$ cat config.mk
export PLATFORM = sky130hd
export DESIGN_NAME = div_core_flat
export DESIGN_NICKNAME = d
export VERILOG_FILES = /design/src/rtl/div_core_if.sv /design/src/rtl/div_core.sv /design/src/flat_wrapper.sv
export SDC_FILE = /design/constraint.sdc
export NUM_CORES = 1
export LEC_CHECK = 0
export CORE_UTILIZATION = 40
export DETAILED_ROUTE_END_ITERATION = 6
export PLACE_DENSITY_LB_ADDON = 0.08
export SYNTH_ARGS = -nofsm -noshare
export SYNTH_HDL_FRONTEND = slang
export SYNTH_SLANG_ARGS = --single-unit
export TNS_END_PERCENT = 100
$ cat constraint.sdc
create_clock -name clk -period 8 [get_ports clk]
set_input_delay 2.4 -clock clk [delete_from_list [all_inputs] [get_ports clk]]
set_output_delay 2.4 -clock clk [all_outputs]
set_load 0.005 [all_outputs]
$ cat src/rtl/div_core_if.sv
// Handshake and operand/result bundle between the control unit and the divider.
interface div_core_if;
    localparam int unsigned W = 32;

    logic         start;
    logic [W-1:0] a;
    logic [W-1:0] b;
    logic         busy;
    logic         done;
    logic         dbz;
    logic [W-1:0] val;
    logic [W-1:0] rem;

    modport master (output start, a, b, input busy, done, dbz, val, rem);
    modport slave  (input start, a, b, output busy, done, dbz, val, rem);
endinterface

$ cat src/rtl/div_core.sv
// Multicycle 32-bit signed divider: restoring radix-2, one quotient bit per cycle,
// with sign correction and divide-by-zero reporting.
module div_core (
    input logic        clk,
    input logic        rst,
    div_core_if.slave  bus
);
    localparam int unsigned W  = 32;
    localparam int unsigned CW = 5;

    typedef enum logic [1:0] {IDLE, CALC, FIN} state_t;

    state_t        state, state_nx;
    logic [W-1:0]  quo, quo_nx;
    logic [W-1:0]  pr, pr_nx;
    logic [W-1:0]  b_abs, b_abs_nx;
    logic [CW-1:0] cnt, cnt_nx;
    logic          neg_q, neg_q_nx;
    logic          neg_r, neg_r_nx;
    logic          zdiv, zdiv_nx;
    logic          busy_nx, done_nx, dbz_nx;
    logic [W-1:0]  val_nx, rem_nx;
    logic [W:0]    shifted, trial;

    always_ff @(posedge clk or posedge rst) begin
        if (rst) begin
            state    <= IDLE;
            quo      <= '0;
            pr       <= '0;
            b_abs    <= '0;
            cnt      <= '0;
            neg_q    <= 1'b0;
            neg_r    <= 1'b0;
            zdiv     <= 1'b0;
            bus.busy <= 1'b0;
            bus.done <= 1'b0;
            bus.dbz  <= 1'b0;
            bus.val  <= '0;
            bus.rem  <= '0;
        end else begin
            state    <= state_nx;
            quo      <= quo_nx;
            pr       <= pr_nx;
            b_abs    <= b_abs_nx;
            cnt      <= cnt_nx;
            neg_q    <= neg_q_nx;
            neg_r    <= neg_r_nx;
            zdiv     <= zdiv_nx;
            bus.busy <= busy_nx;
            bus.done <= done_nx;
            bus.dbz  <= dbz_nx;
            bus.val  <= val_nx;
            bus.rem  <= rem_nx;
        end
    end

    always_comb begin
        state_nx = state;
        quo_nx   = quo;
        pr_nx    = pr;
        b_abs_nx = b_abs;
        cnt_nx   = cnt;
        neg_q_nx = neg_q;
        neg_r_nx = neg_r;
        zdiv_nx  = zdiv;
        done_nx  = 1'b0;
        dbz_nx   = bus.dbz;
        val_nx   = bus.val;
        rem_nx   = bus.rem;
        // 33-bit trial subtract keeps |b| = 2^31 exact
        shifted  = {pr, quo[W-1]};
        trial    = shifted - {1'b0, b_abs};

        case (state)
            IDLE: begin
                if (bus.start) begin
                    if (bus.b == '0) begin
                        // quo carries the raw dividend through to FIN for rem
                        zdiv_nx  = 1'b1;
                        quo_nx   = bus.a;
                        state_nx = FIN;
                    end else begin
                        zdiv_nx  = 1'b0;
                        quo_nx   = bus.a[W-1] ? W'(~bus.a + W'(1)) : bus.a;
                        b_abs_nx = bus.b[W-1] ? W'(~bus.b + W'(1)) : bus.b;
                        neg_q_nx = bus.a[W-1] ^ bus.b[W-1];
                        neg_r_nx = bus.a[W-1];
                        pr_nx    = '0;
                        cnt_nx   = '0;
                        state_nx = CALC;
                    end
                end
            end
            CALC: begin
                pr_nx  = trial[W] ? shifted[W-1:0] : trial[W-1:0];
                quo_nx = {quo[W-2:0], ~trial[W]};
                cnt_nx = cnt + CW'(1);
                if (cnt == CW'(W - 1)) begin
                    state_nx = FIN;
                end
            end
            FIN: begin
                done_nx  = 1'b1;
                state_nx = IDLE;
                if (zdiv) begin
                    dbz_nx = 1'b1;
                    val_nx = '0;
                    rem_nx = quo;
                end else begin
                    dbz_nx = 1'b0;
                    val_nx = neg_q ? W'(~quo + W'(1)) : quo;
                    rem_nx = neg_r ? W'(~pr + W'(1)) : pr;
                end
            end
            default: state_nx = IDLE;
        endcase

        busy_nx = (state_nx == CALC);
    end
endmodule

$ cat src/flat_wrapper.sv
// flat-port wrapper written by rule: the top's interface ports become plain ports
module div_core_flat 
  (clk, rst, bus_start, bus_a, bus_b, bus_busy, bus_done, bus_dbz, bus_val, bus_rem);
  div_core_if bus_i ();
  input logic clk;
  input logic rst;
  input wire logic [$bits(bus_i.start)-1:0] bus_start;
  input wire logic [$bits(bus_i.a)-1:0] bus_a;
  input wire logic [$bits(bus_i.b)-1:0] bus_b;
  output wire logic [$bits(bus_i.busy)-1:0] bus_busy;
  output wire logic [$bits(bus_i.done)-1:0] bus_done;
  output wire logic [$bits(bus_i.dbz)-1:0] bus_dbz;
  output wire logic [$bits(bus_i.val)-1:0] bus_val;
  output wire logic [$bits(bus_i.rem)-1:0] bus_rem;
  assign bus_i.start = bus_start;
  assign bus_i.a = bus_a;
  assign bus_i.b = bus_b;
  assign bus_busy = bus_i.busy;
  assign bus_done = bus_i.done;
  assign bus_dbz = bus_i.dbz;
  assign bus_val = bus_i.val;
  assign bus_rem = bus_i.rem;
  div_core u_core (.clk(clk), .rst(rst), .bus(bus_i));
endmodule
==> metrics, run 1 <==
run status finished clean; Final setup viols 0; Synth top area share 38.3%; class of the worst hold path reg2reg; VDD IR max 0.000231 V; Top FF cell, synth dfrtp_1; sequential share of the synthesized area 38.3%; CP Max Fanout 45; syn_area_per_cell 8.41 µm²; Setup Buffers After CTS 0; top cells by area, synth dfrtp_1 (38%), o21ai_0 (8.6%), nand2_1 (6.9%); Critical Path RT 8.34 ns; max-cap check violation count 0; detailed-router iteration count before antenna repair 5; IO Count 134; DRC 0; CP Launch Point bus_b[21]; CTS tree built; DR iter-0 viols 508; vias in the first global route 9,026; RSZ-0062 raised after global routing false; Power Internal 2980 µW; Crit Path Category in2reg; reg2reg start u_core.quo[31]$_DFFE_PP0P_; fin crit share 75.4%; Power per Cell Area 412 mW/mm²; count leader, synth nand2_1; Final Wtd Congestion 0.814; Nets 1,536; worst-skew pair later-pin latency 0.43 ns; CTS max path bufs 2; vias per inst 5.28; Post-Syn Instances 1,345; Total Wirelength 29,500 µm; r2r setup slk 4.12 ns; Leak 0.00564 µW; synth warn 0; Max-Slew Margin vs Limit 32.7%; total grt overflow 0; GRT Total Usage 21.1%; Distinct cells, synth 62; Clk Tree Root Cell clkbuf_16; clock power share 14.4%; CTS Buf Count 17; Hold Crit Start u_core.b_abs[5]$_DFFE_PP0P_; pre-CTS WS 1.50 ns; Worst EP arrival 6.37 ns; htree depth 4; largest area contributor in the netlist dfrtp_1; largest net degree at the start of global routing 69; sw power 2550 µW; Die Width 170 µm; Slew Viols, Final 0; CP Capture Type flop; Area Overhead vs Synth 18.8%; Vias 9,612; Net Sw Frac 46.1%; min Tclk post-route 6.03 ns; drt wl/cell 16.2 µm; CTS resizes 0; combinational power share 56.2%; sequential power share 29.4%; CTS Hold Bufs 0; Fin. Hold Viols 0; global-route wire length before repair 48,000 µm; port buffer count 133; fmax 0.166 GHz; Final ANT Viol Nets 0; FP Rows 61; Min Hold Slack 0.477 ns; setup ws final 1.97 ns; clk sinks 173; number of enable flip-flop cells after synthesis 0; core area 0.0278 mm²; post-synthesis register bit count 173; worst-case clock skew 0.0123 ns; fraction of registers with async set/reset 100%; post-synthesis net count 1,451; total negative setup slack 0 ns; initial antenna violation count 0; starting density of the core 40.7%; dpl hpwl 22,300 µm; die height 170 µm; diode count 0; startpoint types input port; die area 0.0290 mm²; synth cell count leaders nand2_1 (209), o21ai_0 (195), dfrtp_1 (173), xor2_1 (89), a21oi_1 (82); Cell Area, Synth 0.0113 mm²; worst-margin pin slew 1.01 ns; Worst-path clk slew 0.07 ns; layout cells sized above 1 4.65%; final core area utilization 48.4%
state kept, by name, summed over array words and instances (netlist names):
register	flops
u_core.b_abs	32
u_core.bus.rem	32
u_core.bus.val	32
u_core.pr	32
u_core.quo	32
u_core.cnt	5
u_core.state	2
u_core.bus.busy	1
u_core.bus.dbz	1
u_core.bus.done	1
u_core.neg_q	1
u_core.neg_r	1
u_core.zdiv	1
cell usage in the layout, fill, tap and decap left out, types with 5 or more instances in the layout:
cell type        instances
nand2_1                209
o21ai_0                195
dfrtp_1                172
clkdlybuf4s50_1        133
xor2_1                  89
a21oi_1                 82
nor2_1                  69
xnor2_1                 57
inv_1                   46
ha_1                    38
o31ai_1                 36
a22oi_1                 29
mux2i_1                 26
nand3_1                 20
nand2b_1                17
clkbuf_16               17
o21ai_1                 14
o41ai_1                 13
nor3_1                  11
a21o_1                  11
buf_4                   11
nor4_1                  10
nor2b_1                 10
or3_1                    9
and3_1                   8
or4_1                    7
o211ai_1                 7
a31oi_1                  7
nand4_1                  7
and2_1                   6
o22ai_1                  6
or2_2                    5
inv_6                    5
clkinvlp_4               5
routing by layer:
layer / track usage (%) / routed length [µm] / share of wire [%] / vias up
met4: 4.86 / 253 / 0.86 / 0
li1: - / - / - / 4911
met1: 29.8 / 14600 / 50 / 4507
met3: 2.91 / 1100 / 3.7 / 19
met5: 0 / 0 / 0 / -
met2: 34.0 / 13500 / 46 / 175
final timing paths:
| check | to | cells past startpoint |
|---|---|---|
| max reg2reg | u_core.pr[29]$_DFFE_PP0P_ | 12 |
| min | u_core.b_abs[5]$_DFFE_PP0P_ | 2 |
| max | u_core.cnt[2]$_DFFE_PP0P_ | 10 |
| max in group asynchronous | u_core.b_abs[29]$_DFFE_PP0P_ | 3 |
| min reg2reg | u_core.b_abs[5]$_DFFE_PP0P_ | 2 |
| min in group asynchronous | u_core.bus.val[2]$_DFFE_PP0P_ | 2 |
power groups by stage:
stage | logic [µW] | registers, µW | clock network (µW)
2_1_floorplan | 2540 | 1420 | 0
3_3_place_gp | 3100 | 1630 | 0
3_5_place_dp | 3120 | 1640 | 0
4_1_cts | 3130 | 1620 | 820
5_1_grt | 3550 | 1690 | 852
6_report | 3110 | 1630 | 796
through the flow:
stage               area (µm²)  std cells  power [µW]
CTS                      13400       1820        5580
finish                   13400       1820        5530
global placement         12900       1789        4730
floorplan                11300       1345        3960
global route             13400       1820        6090
detailed placement       12900       1789        4760
worst max-delay path, cell delays in order:
cell	delay, ns
clkdlybuf4s50_1	0.47
or3_4	0.41
or3_1	0.35
or3_4	0.36
or4_4	0.49
or3_1	0.47
and2_2	0.51
nor2_4	0.64
o21ai_1	0.14
o21ai_0	0.10
cells by family after synthesis:
group                    synth area share (%)
XOR/XNOR                                 11.4
AO/OA/AOI/OAI                            22.6
AND/OR/NAND/NOR                          16.4
adder cells (fa/ha/maj)                  4.38
buffers and inverters                    4.55
flip-flops                               38.3
multiplexers                             2.40
area by class of cell:
| class | count | area, µm² |
|---|---|---|
| Clock buffer | 17 | 425 |
| Clock inverter | 14 | 126 |
| Fill cell | 2794 | 14300 |
| Inverter | 47 | 181 |
| Multi-Input combinational cell | 1047 | 6490 |
| Sequential cell | 173 | 4330 |
| Tap cell | 378 | 473 |
| Timing Repair Buffer | 144 | 1410 |
Power figures use the tool's default switching activity.
==> inputs of run 2 (changes only) <==
- clock period: 8 -> 6.2 ns (I/O delays scaled with it)
==> metrics, run 2 (same netlist as run 1, synthesis figures left out) <==
Hold Crit Start u_core.bus.val[20]$_DFFE_PP0P_; worst-case clock skew 0.0122 ns; Worst-path clk slew 0.07 ns; Max-Slew Margin vs Limit 19.3%; Crit Path Category in2reg; Slew Viols, Final 0; CP Max Fanout 25; Post-Place Cells 1,793; class of the worst hold path reg2reg; fmax 0.190 GHz; VDD IR max 0.000330 V; Fin. Hold Viols 0; worst-margin pin slew 1.21 ns; hold path cells 2; Final Wtd Congestion 0.866; vias in the first global route 9,330; htree depth 4; die area 0.0290 mm²; starting density of the core 40.7%; CTS resizes 0; Vias 9,648; dpl cell area 0.0130 mm²; Clk Tree Root Cell clkbuf_16; CTS Buf Count 17; initial antenna violation count 0; drt wl/cell 16.4 µm; die height 170 µm; Nets 1,540; FP Rows 61; RSZ-0062 raised after global routing false; diode count 0; IO Count 134; Final ANT Viol Nets 0; CTS tree built; R2R Path End u_core.pr[29]$_DFFE_PP0P_; DR iter-0 viols 697; Leak 0.00569 µW; Total Wirelength 29,900 µm; CP Capture Type flop; DRC 0; Area Overhead vs Synth 19.6%; design area 0.0135 mm²; total grt overflow 0; Worst Hold End u_core.bus.val[20]$_DFFE_PP0P_; Worst EP arrival 5.51 ns; layout cells sized above 1 4.91%; Power per Cell Area 536 mW/mm²; Critical Path RT 6.46 ns; most used cells in the layout excluding fill and tap cells nand2_1 (209), o21ai_0 (195), dfrtp_1 (172), clkdlybuf4s50_1 (133), xor2_1 (89); min Tclk post-route 5.26 ns; clk sinks 173; Final setup viols 0; detailed-router iteration count before antenna repair 5; GRT Total Usage 21.7%; r2r setup slk 2.51 ns; largest net degree at the start of global routing 100; worst reg2reg path depth 12; dpl hpwl 22,300 µm; total negative setup slack 0 ns; worst-skew pair later-pin latency 0.44 ns; port buffer count 133; core area 0.0278 mm²; Die Width 170 µm; max-cap check violation count 0; Min Hold Slack 0.475 ns; fin crit share 84.8%; vias per inst 5.29; Setup Buffers After CTS 0; global-route wire length before repair 49,700 µm; CTS max path bufs 2; run status finished clean; final std cells w/o fill 1,824; commonest non-fill, non-tap cell in the layout nand2_1; CTS Hold Bufs 0; reg2reg start u_core.quo[31]$_DFFE_PP0P_; startpoint types input port
## run 2: cell count changes in the layout (fill, tap and decap cells not counted)
cell / previous run / this run
buf_12: 0 / 3
inv_6: 5 / 2
clkinv_8: 0 / 2
clkinvlp_4: 5 / 3
inv_8: 4 / 6
buf_4: 11 / 12
clkinv_4: 1 / 2
## run 2: how the worst max path moves through the flow
stage                                       to  startpoint  depth (start not counted)  slack, ns
floorplan            u_core.quo[7]$_DFFE_PP0P_   bus_b[21]                         12       1.52
global placement     u_core.quo[7]$_DFFE_PP0P_   bus_b[10]                         10       0.60
detailed placement  u_core.quo[27]$_DFFE_PP0P_   bus_b[10]                         10       0.53
CTS                 u_core.quo[21]$_DFFE_PP0P_   bus_b[10]                         10       0.98
global route        u_core.quo[21]$_DFFE_PP0P_   bus_b[10]                         10       0.72
finish              u_core.quo[21]$_DFFE_PP0P_   bus_b[10]                         10       0.94
## run 2: through the flow
stage | util (%) | setup WS [ns] | power (µW)
2_1_floorplan | - | 1.52 | 5110
3_3_place_gp | 46.6 | 0.599 | 6150
3_5_place_dp | 46.6 | 0.532 | 6210
4_1_cts | 48.7 | 0.976 | 7290
5_1_grt | 48.7 | 0.720 | 7940
6_report | 48.7 | 0.943 | 7250
## run 2: area by class of cell
cell class	instances	area, µm²
clock buffers	17	425
inverters	47	180
repair buffers	148	1480
fillers	2775	14300
multi-input cells	1047	6490
well taps	378	473
flip-flops and latches	173	4330
clock inverters	14	150
## run 2: critical path: stages
cell             delay (ns)
clkdlybuf4s50_1        0.48
or4_1                  0.61
nor4_2                 0.29
nand3_1                0.25
or4_4                  0.50
or3_1                  0.45
and2_1                 0.54
o21ai_0                0.25
xor2_1                 0.17
o21ai_0                0.10
## run 2: layer usage
layer / share of wire (%) / GRT usage (%) / wire length [µm] / vias up
li1: - / - / - / 4905
met1: 50 / 30.9 / 14800 / 4531
met2: 46 / 35.1 / 13600 / 192
met3: 3.8 / 2.37 / 1150 / 20
met4: 0.98 / 4.78 / 293 / 0
met5: 0 / 0 / 0 / -
## run 2: power by group
group | total (µW) | switching [µW] | internal (µW)
combinational | 4090 | 2260 | 1830
clock | 1060 | 519 | 537
sequential | 2100 | 572 | 1530
total | 7250 | 3360 | 3900
